<file path="config.mk">
export PLATFORM = sky130hd
export DESIGN_NAME = vc_arbiter
export DESIGN_NICKNAME = d
export VERILOG_FILES = /design/src/rtl/vc_arb_pkg.sv /design/src/rtl/vc_rr_select.sv /design/src/rtl/vc_arbiter.sv
export SDC_FILE = /design/constraint.sdc
export NUM_CORES = 1
export LEC_CHECK = 0
export CAP_MARGIN = 5
export CORE_UTILIZATION = 53
export CTS_CLUSTER_DIAMETER = 120
export DETAILED_ROUTE_END_ITERATION = 6
export MAX_ROUTING_LAYER = met4
export PLACE_DENSITY = 0.86
export SLEW_MARGIN = 20
export SYNTH_ARGS = -nofsm -noshare
export SYNTH_HDL_FRONTEND = slang
export SYNTH_SLANG_ARGS = --single-unit
</file>
<file path="constraint.sdc">
create_clock -name clk -period 5.8 [get_ports clk]
set_input_delay 1.16 -clock clk [delete_from_list [all_inputs] [get_ports clk]]
set_output_delay 1.16 -clock clk [all_outputs]
set_load 0.005 [all_outputs]
</file>
<file path="src/rtl/vc_arb_pkg.sv">
// vc_arb_pkg: shared constants and state encoding for the virtual-channel arbiter
package vc_arb_pkg;
   localparam int NUM_VC = 4;
   localparam int VC_W = 2;
   localparam logic [VC_W-1:0] VCHANEL0 = 2'b00;
   localparam logic [VC_W-1:0] VCHANEL1 = 2'b01;
   localparam logic [VC_W-1:0] VCHANEL2 = 2'b10;
   localparam logic [VC_W-1:0] VCHANEL3 = 2'b11;
   typedef enum logic {IDLE = 1'b0, SERVE = 1'b1} state_t;
endpackage

</file>
<file path="src/rtl/vc_rr_select.sv">
// vc_rr_select: combinational round-robin picker, searching from last_vc+1 upward modulo NUM_VC
module vc_rr_select
   import vc_arb_pkg::*;
(
   input  logic [NUM_VC-1:0] elig,
   input  logic [VC_W-1:0]   last_vc,
   output logic [VC_W-1:0]   winner,
   output logic              any
);
   logic [VC_W-1:0] cand;
   // Walk offsets from farthest to nearest so the nearest eligible VC is written last.
   always_comb begin
      winner = VCHANEL0;
      cand = VCHANEL0;
      for (int i = NUM_VC; i >= 1; i--) begin
         cand = last_vc + VC_W'(i);
         if (elig[cand]) winner = cand;
      end
   end
   assign any = |elig;
endmodule

</file>
<file path="src/rtl/vc_arbiter.sv">
// vc_arbiter: shares one output path among four VC FIFOs using a schedule hint,
// round-robin fallback, starvation override and bounded bursts.
module vc_arbiter
   import vc_arb_pkg::*;
#(
   parameter int DATA_W = 8,
   parameter int BURST_MAX = 4,
   parameter int STARVE_LIMIT = 15,
   parameter int CNT_W = 4
) (
   input  logic              clk,
   input  logic              rst,
   input  logic              enb,
   input  logic [VC_W-1:0]   sched_vc,
   input  logic [NUM_VC-1:0] vc_empty,
   input  logic [DATA_W-1:0] vc_data0,
   input  logic [DATA_W-1:0] vc_data1,
   input  logic [DATA_W-1:0] vc_data2,
   input  logic [DATA_W-1:0] vc_data3,
   input  logic              out_full,
   output logic [NUM_VC-1:0] pop,
   output logic [DATA_W-1:0] data_out,
   output logic              valid_out,
   output logic [VC_W-1:0]   grant_vc,
   output logic              grant_active
);
   localparam int BC_W = $clog2(BURST_MAX + 1);
   state_t state, state_nx;
   logic [VC_W-1:0] last_vc, rr_win, winner, starve_vc;
   logic [BC_W-1:0] burst_cnt;
   logic [CNT_W-1:0] starve [NUM_VC];
   logic [NUM_VC-1:0] elig;
   logic [DATA_W-1:0] sel_data;
   logic rr_any, starved_any, decide, popping, last_pop, exit_srv;

   assign elig = ~vc_empty;

   vc_rr_select u_rr (
      .elig    (elig),
      .last_vc (last_vc),
      .winner  (rr_win),
      .any     (rr_any)
   );

   // Lowest-index requesting VC at the limit wins; scan high to low so the lowest lands last.
   always_comb begin
      starved_any = 1'b0;
      starve_vc = VCHANEL0;
      for (int i = NUM_VC - 1; i >= 0; i--)
         if (elig[i] && starve[i] == CNT_W'(STARVE_LIMIT)) begin
            starved_any = 1'b1;
            starve_vc = VC_W'(i);
         end
   end

   assign winner = starved_any ? starve_vc : elig[sched_vc] ? sched_vc : rr_win;
   assign decide = (state == IDLE) & enb & ~out_full & rr_any;
   assign popping = (state == SERVE) & enb & ~rst & ~out_full & ~vc_empty[grant_vc];
   assign pop = popping ? NUM_VC'(1) << grant_vc : '0;
   assign last_pop = popping & (burst_cnt == BC_W'(BURST_MAX - 1));
   assign exit_srv = (state == SERVE) & enb & (last_pop | (vc_empty[grant_vc] & ~popping));
   assign sel_data = grant_vc == VCHANEL0 ? vc_data0 :
                     grant_vc == VCHANEL1 ? vc_data1 :
                     grant_vc == VCHANEL2 ? vc_data2 : vc_data3;

   always_comb state_nx = decide ? SERVE : exit_srv ? IDLE : state;

   always_ff @(posedge clk)
      if (rst) state <= IDLE;
      else state <= state_nx;

   always_ff @(posedge clk) begin
      if (rst) begin
         last_vc <= VCHANEL3;
         grant_vc <= VCHANEL0;
         grant_active <= 1'b0;
         burst_cnt <= '0;
         data_out <= '0;
         valid_out <= 1'b0;
         for (int i = 0; i < NUM_VC; i++) starve[i] <= '0;
      end else begin
         valid_out <= popping;
         if (popping) begin
            data_out <= sel_data;
            burst_cnt <= burst_cnt + BC_W'(1);
         end
         if (decide) begin
            grant_vc <= winner;
            grant_active <= 1'b1;
            burst_cnt <= '0;
         end
         if (exit_srv) begin
            grant_active <= 1'b0;
            last_vc <= grant_vc;
         end
         // Waiting VCs age; the VC in service and any idle VC do not.
         if (enb)
            for (int i = 0; i < NUM_VC; i++)
               starve[i] <= ((decide && winner == VC_W'(i)) || !elig[i]) ? '0 :
                            ((grant_active && grant_vc == VC_W'(i)) || starve[i] == CNT_W'(STARVE_LIMIT)) ?
                            starve[i] : starve[i] + CNT_W'(1);
      end
   end
endmodule

</file>
==> impl_metrics.prom <==
# TYPE chip_impl_metric gauge
chip_impl_metric{name="min_period",unit="ns"} 4.86
chip_impl_metric{name="setup_violations",unit=""} 0
chip_impl_metric{name="routed_via_density",unit=""} 5.98
chip_impl_info{name="critical_setup_path_kind",value="primary input to output pin"} 1
chip_impl_metric{name="chipHeight",unit="um"} 66.4
chip_impl_metric{name="grt_pass1_vias",unit=""} 1852
chip_impl_metric{name="rr_worst_depth",unit=""} 6
chip_impl_metric{name="cts-buffers-inserted",unit=""} 5
chip_impl_metric{name="placed_cell_area",unit="um^2"} 2790
chip_impl_metric{name="first_iter_violations",unit=""} 129
chip_impl_info{name="worst_path_max_delay_cell",value="mux4_1"} 1
chip_impl_info{name="timing.critical_path.from_type",value="primary input"} 1
chip_impl_metric{name="synthesis.yosys.warnings",unit=""} 0
chip_impl_metric{name="grt_pass1_wl",unit="um"} 8230
chip_impl_metric{name="cts.hold.buffers_added",unit=""} 0
chip_impl_metric{name="power.density",unit="nW/um^2"} 191
chip_impl_info{name="status",value="finished clean"} 1
chip_impl_metric{name="antenna_found_initial",unit=""} 0
chip_impl_metric{name="grt_max_degree",unit=""} 21
chip_impl_metric{name="ys_seq_elements",unit=""} 34
chip_impl_metric{name="timing.final.crit_share",unit=""} 0.837
chip_impl_metric{name="post_cts_buffers",unit=""} 0
chip_impl_metric{name="finalNetCount",unit=""} 310
chip_impl_metric{name="worstPathArrival",unit="ns"} 3.70
chip_impl_metric{name="setup_total_negative_slack",unit="ns"} 0
chip_impl_metric{name="clock_tree.htree_level_count",unit=""} 2
chip_impl_metric{name="buffer_ports.inserted",unit=""} 57
chip_impl_metric{name="i_o_pins",unit=""} 58
chip_impl_metric{name="place.gp.congestion",unit=""} 0.846
chip_impl_info{name="worst_path_cell_trace",value="clkdlybuf4s50_1 > mux4_1 > nor4b_4 > buf_4 > nor3b_1 > clkdlybuf4s50_1"} 1
chip_impl_info{name="worst_path_most_repeated_cell",value="clkdlybuf4s50_1"} 1
chip_impl_metric{name="clock_tree.buffer_depth",unit=""} 2
chip_impl_metric{name="final_layout_size_suffix_gt1_frac",unit=""} 0.110
chip_impl_metric{name="share_of_synthesized_flip_flops_with_an_asynchronous_set_or_reset",unit=""} 0
chip_impl_metric{name="grt-ovfl-total",unit=""} 0
chip_impl_metric{name="number_of_enable_flip_flop_cells_after_synthesis",unit=""} 16
chip_impl_metric{name="cell_leakage_power",unit="nW"} 1.02
chip_impl_metric{name="worst_pin_slew",unit="ns"} 0.647
chip_impl_info{name="endpoint_kind",value="output pin"} 1
chip_impl_info{name="worst_hold_endpoint",value="data_out[0]$_SDFFE_PP0P_"} 1
chip_impl_metric{name="synth.yosys.seq_area_share",unit=""} 0.383
chip_impl_metric{name="post_synth_num_cell_types",unit=""} 55
chip_impl_metric{name="clkLatencyLatePin",unit="ns"} 0.29
chip_impl_metric{name="die_width",unit="um"} 66.4
chip_impl_metric{name="reg2reg_slack",unit="ns"} 3.29
chip_impl_metric{name="drt-total-wl",unit="um"} 4940
chip_impl_metric{name="finish.cell_count_without_fillers",unit=""} 313
chip_impl_metric{name="area_enclosed_by_the_die_boundary",unit="um^2"} 4400
chip_impl_info{name="r2r-end",value="starve[2][0]$_SDFFCE_PP0P_"} 1
chip_impl_metric{name="peakVddDrop",unit="mV"} 0.132
chip_impl_metric{name="detailroute.via_count",unit=""} 1871
chip_impl_info{name="cts_tree",value="yes"} 1
chip_impl_metric{name="netlist_area",unit="um^2"} 2200
chip_impl_metric{name="cts_resized",unit=""} 0
chip_impl_metric{name="clock-skew-final",unit="ns"} 0.00514
chip_impl_metric{name="hold-path-cell-count",unit=""} 2
chip_impl_info{name="hp-class",value="flip-flop to flip-flop"} 1
chip_impl_metric{name="ant_nets",unit=""} 0
chip_impl_metric{name="drc",unit=""} 0
chip_impl_metric{name="ff_latch_area",unit="um^2"} 841
chip_impl_metric{name="number_of_placed_instances_with_taps_included",unit=""} 305
chip_impl_metric{name="report.final.hold_viol_count",unit=""} 0
chip_impl_metric{name="synthCells",unit=""} 206
chip_impl_metric{name="utilization",unit=""} 0.718
chip_impl_metric{name="design.core.area",unit="um^2"} 4000
chip_impl_metric{name="postSynthNetCount",unit=""} 254
chip_impl_metric{name="clk_pin_slew_worst_paths",unit="ns"} 0.06
chip_impl_metric{name="drt-pass1-iter-count",unit=""} 4
chip_impl_metric{name="start_util",unit=""} 0.549
chip_impl_metric{name="maxSlewViolCount",unit=""} 0
chip_impl_metric{name="placed_wire_length_estimate_after_detailed_placement",unit="um"} 3750
chip_impl_metric{name="crit_fanout",unit=""} 12
chip_impl_metric{name="wire_per_inst",unit="um"} 15.8
chip_impl_info{name="worst_r2r_start",value="starve[2][0]$_SDFFCE_PP0P_"} 1
chip_impl_metric{name="critical_path_required",unit="ns"} 4.64
chip_impl_info{name="ys_dominant_reg_cell",value="dfxtp_1"} 1
chip_impl_info{name="grt_setup_unrepaired",value="false"} 1
chip_impl_info{name="cts_root_buffer",value="clkbuf_8"} 1
chip_impl_info{name="crit_family",value="buffers and inverters"} 1
chip_impl_metric{name="path_buf_inv",unit=""} 3
chip_impl_metric{name="max_freq",unit="MHz"} 206
chip_impl_metric{name="maxCapViolCount",unit=""} 0
chip_impl_metric{name="cp_slowest_stage_delay",unit="ns"} 0.67
chip_impl_metric{name="fill_cells",unit=""} 308
chip_impl_metric{name="multiInputGateArea",unit="um^2"} 1250
chip_impl_metric{name="gr-usage-all-layers",unit=""} 0.263
chip_impl_metric{name="layout-area-overhead-vs-synth",unit="%"} 30.8
chip_impl_metric{name="cell_rows",unit=""} 23
chip_impl_metric{name="avgSynthCellArea",unit="um^2"} 10.7
chip_impl_metric{name="antenna_cells_inserted",unit=""} 0
chip_impl_info{name="hp-start",value="data_out[0]$_SDFFE_PP0P_"} 1
chip_impl_metric{name="slew_limit_headroom",unit=""} 0.568
chip_impl_metric{name="design_area_final",unit="um^2"} 2870
chip_impl_metric{name="cts_sinks",unit=""} 34
## through the flow
step | setup slack [ns] | hold WS [ns] | total power [W]
final | 0.944 | 0.518 | 0.000549
after floorplan | 1.99 | 0.485 | 0.000341
after detailed placement | 0.988 | 0.489 | 0.000389
after global placement | 1.00 | 0.473 | 0.000386
after global routing | 0.792 | 0.531 | 0.000577
after CTS | 0.939 | 0.515 | 0.000553
## worst reg2reg max path, cell delays in order, from the launching register on
cell and delay (ns):
edfxtp_1 0.41, ha_1 0.25, and4b_1 0.23, a211oi_1 0.31, o21ai_1 0.20, o2111a_1 0.31
a2111oi_0 0.54
## cell type report
cell class              count  share of cell area
inverters                   6             0.00784
repair buffers             63               0.214
well taps                  50              0.0218
clock buffers               8              0.0279
multi-input cells         152               0.436
flip-flops and latches     34               0.293
## report_power, final
group | leakage (nW) | internal (W) | switching (W)
registers | 0.324 | 0.000264 | 0.0000123
clock network | 0.0395 | 0.0000851 | 0.0000790
logic | 0.654 | 0.0000616 | 0.0000470
total | 1.02 | 0.000410 | 0.000138
## worst max path at each step
stage | startpoint | to | slack [ns] | cells past startpoint
final | vc_empty[1] | pop[2] | 0.94 | 6
after global routing | vc_empty[1] | pop[2] | 0.79 | 6
after floorplan | vc_empty[1] | pop[0] | 1.99 | 6
after CTS | vc_empty[1] | pop[2] | 0.94 | 6
after global placement | vc_empty[1] | pop[2] | 1.00 | 6
after detailed placement | vc_empty[1] | pop[2] | 0.99 | 6
## cell usage in the layout, fill, tap and decap left out, types with 5 or more instances in the layout
| cell | n |
|---|---|
| a21oi_1 | 5 |
| dfxtp_1 | 18 |
| a2111oi_0 | 8 |
| a31oi_1 | 5 |
| nand3_1 | 10 |
| nor3_1 | 5 |
| mux4_2 | 9 |
| nand2_1 | 7 |
| nor2_1 | 18 |
| clkdlybuf4s50_1 | 57 |
| edfxtp_1 | 16 |
| and3_1 | 5 |
| inv_1 | 6 |
| nor3b_1 | 5 |
| buf_4 | 6 |
| mux2i_1 | 11 |
| ha_1 | 6 |
| clkbuf_8 | 5 |
## logic make-up after synthesis
kind of cell | synth area share
simple gates | 0.161
mux | 0.165
xor+xnor | 0.0319
fa+ha+maj | 0.0342
flops | 0.383
compound gates | 0.174
buf+inv | 0.0513
## synthesized netlist by cell type (2+ instances only)
master | number | area (um^2)
a21oi_1 | 5 | 25.0
o22ai_1 | 4 | 25.0
mux2_2 | 2 | 22.5
a21o_1 | 2 | 15.0
dfxtp_1 | 18 | 360
xor2_1 | 4 | 35.0
o211ai_1 | 3 | 22.5
buf_2 | 3 | 15.0
a31oi_1 | 5 | 31.3
nor3b_1 | 5 | 37.5
clkbuf_1 | 6 | 22.5
a21boi_0 | 2 | 15.0
nand2_1 | 7 | 26.3
edfxtp_1 | 16 | 480
o21a_1 | 3 | 22.5
nor3_1 | 5 | 25.0
mux4_2 | 9 | 203
a2111oi_0 | 8 | 70.1
and3_1 | 5 | 31.3
buf_6 | 4 | 45.0
a211oi_1 | 2 | 15.0
mux2i_1 | 11 | 110
nand3_1 | 10 | 50.1
inv_1 | 6 | 22.5
xnor2_1 | 4 | 35.0
or2_2 | 2 | 12.5
and4b_1 | 2 | 20.0
a221o_1 | 2 | 20.0
o21ai_0 | 3 | 15.0
nor2_1 | 18 | 67.6
ha_1 | 6 | 75.1
## layer usage
metal,global-route usage,vias to the layer above,part of all wire
met5,-,-,0
met4,0.114,0,0.020
met3,0.0707,11,0.069
met2,0.430,84,0.49
met1,0.304,861,0.42
li1,-,915,-
## sequential cells by signal (all words and copies together) (netlist names)
name          flops
grant_vc          2
grant_active      1
starve           16
valid_out         1
state             1
burst_cnt         3
data_out          8
last_vc           2
(Power assumes the default switching activity.)
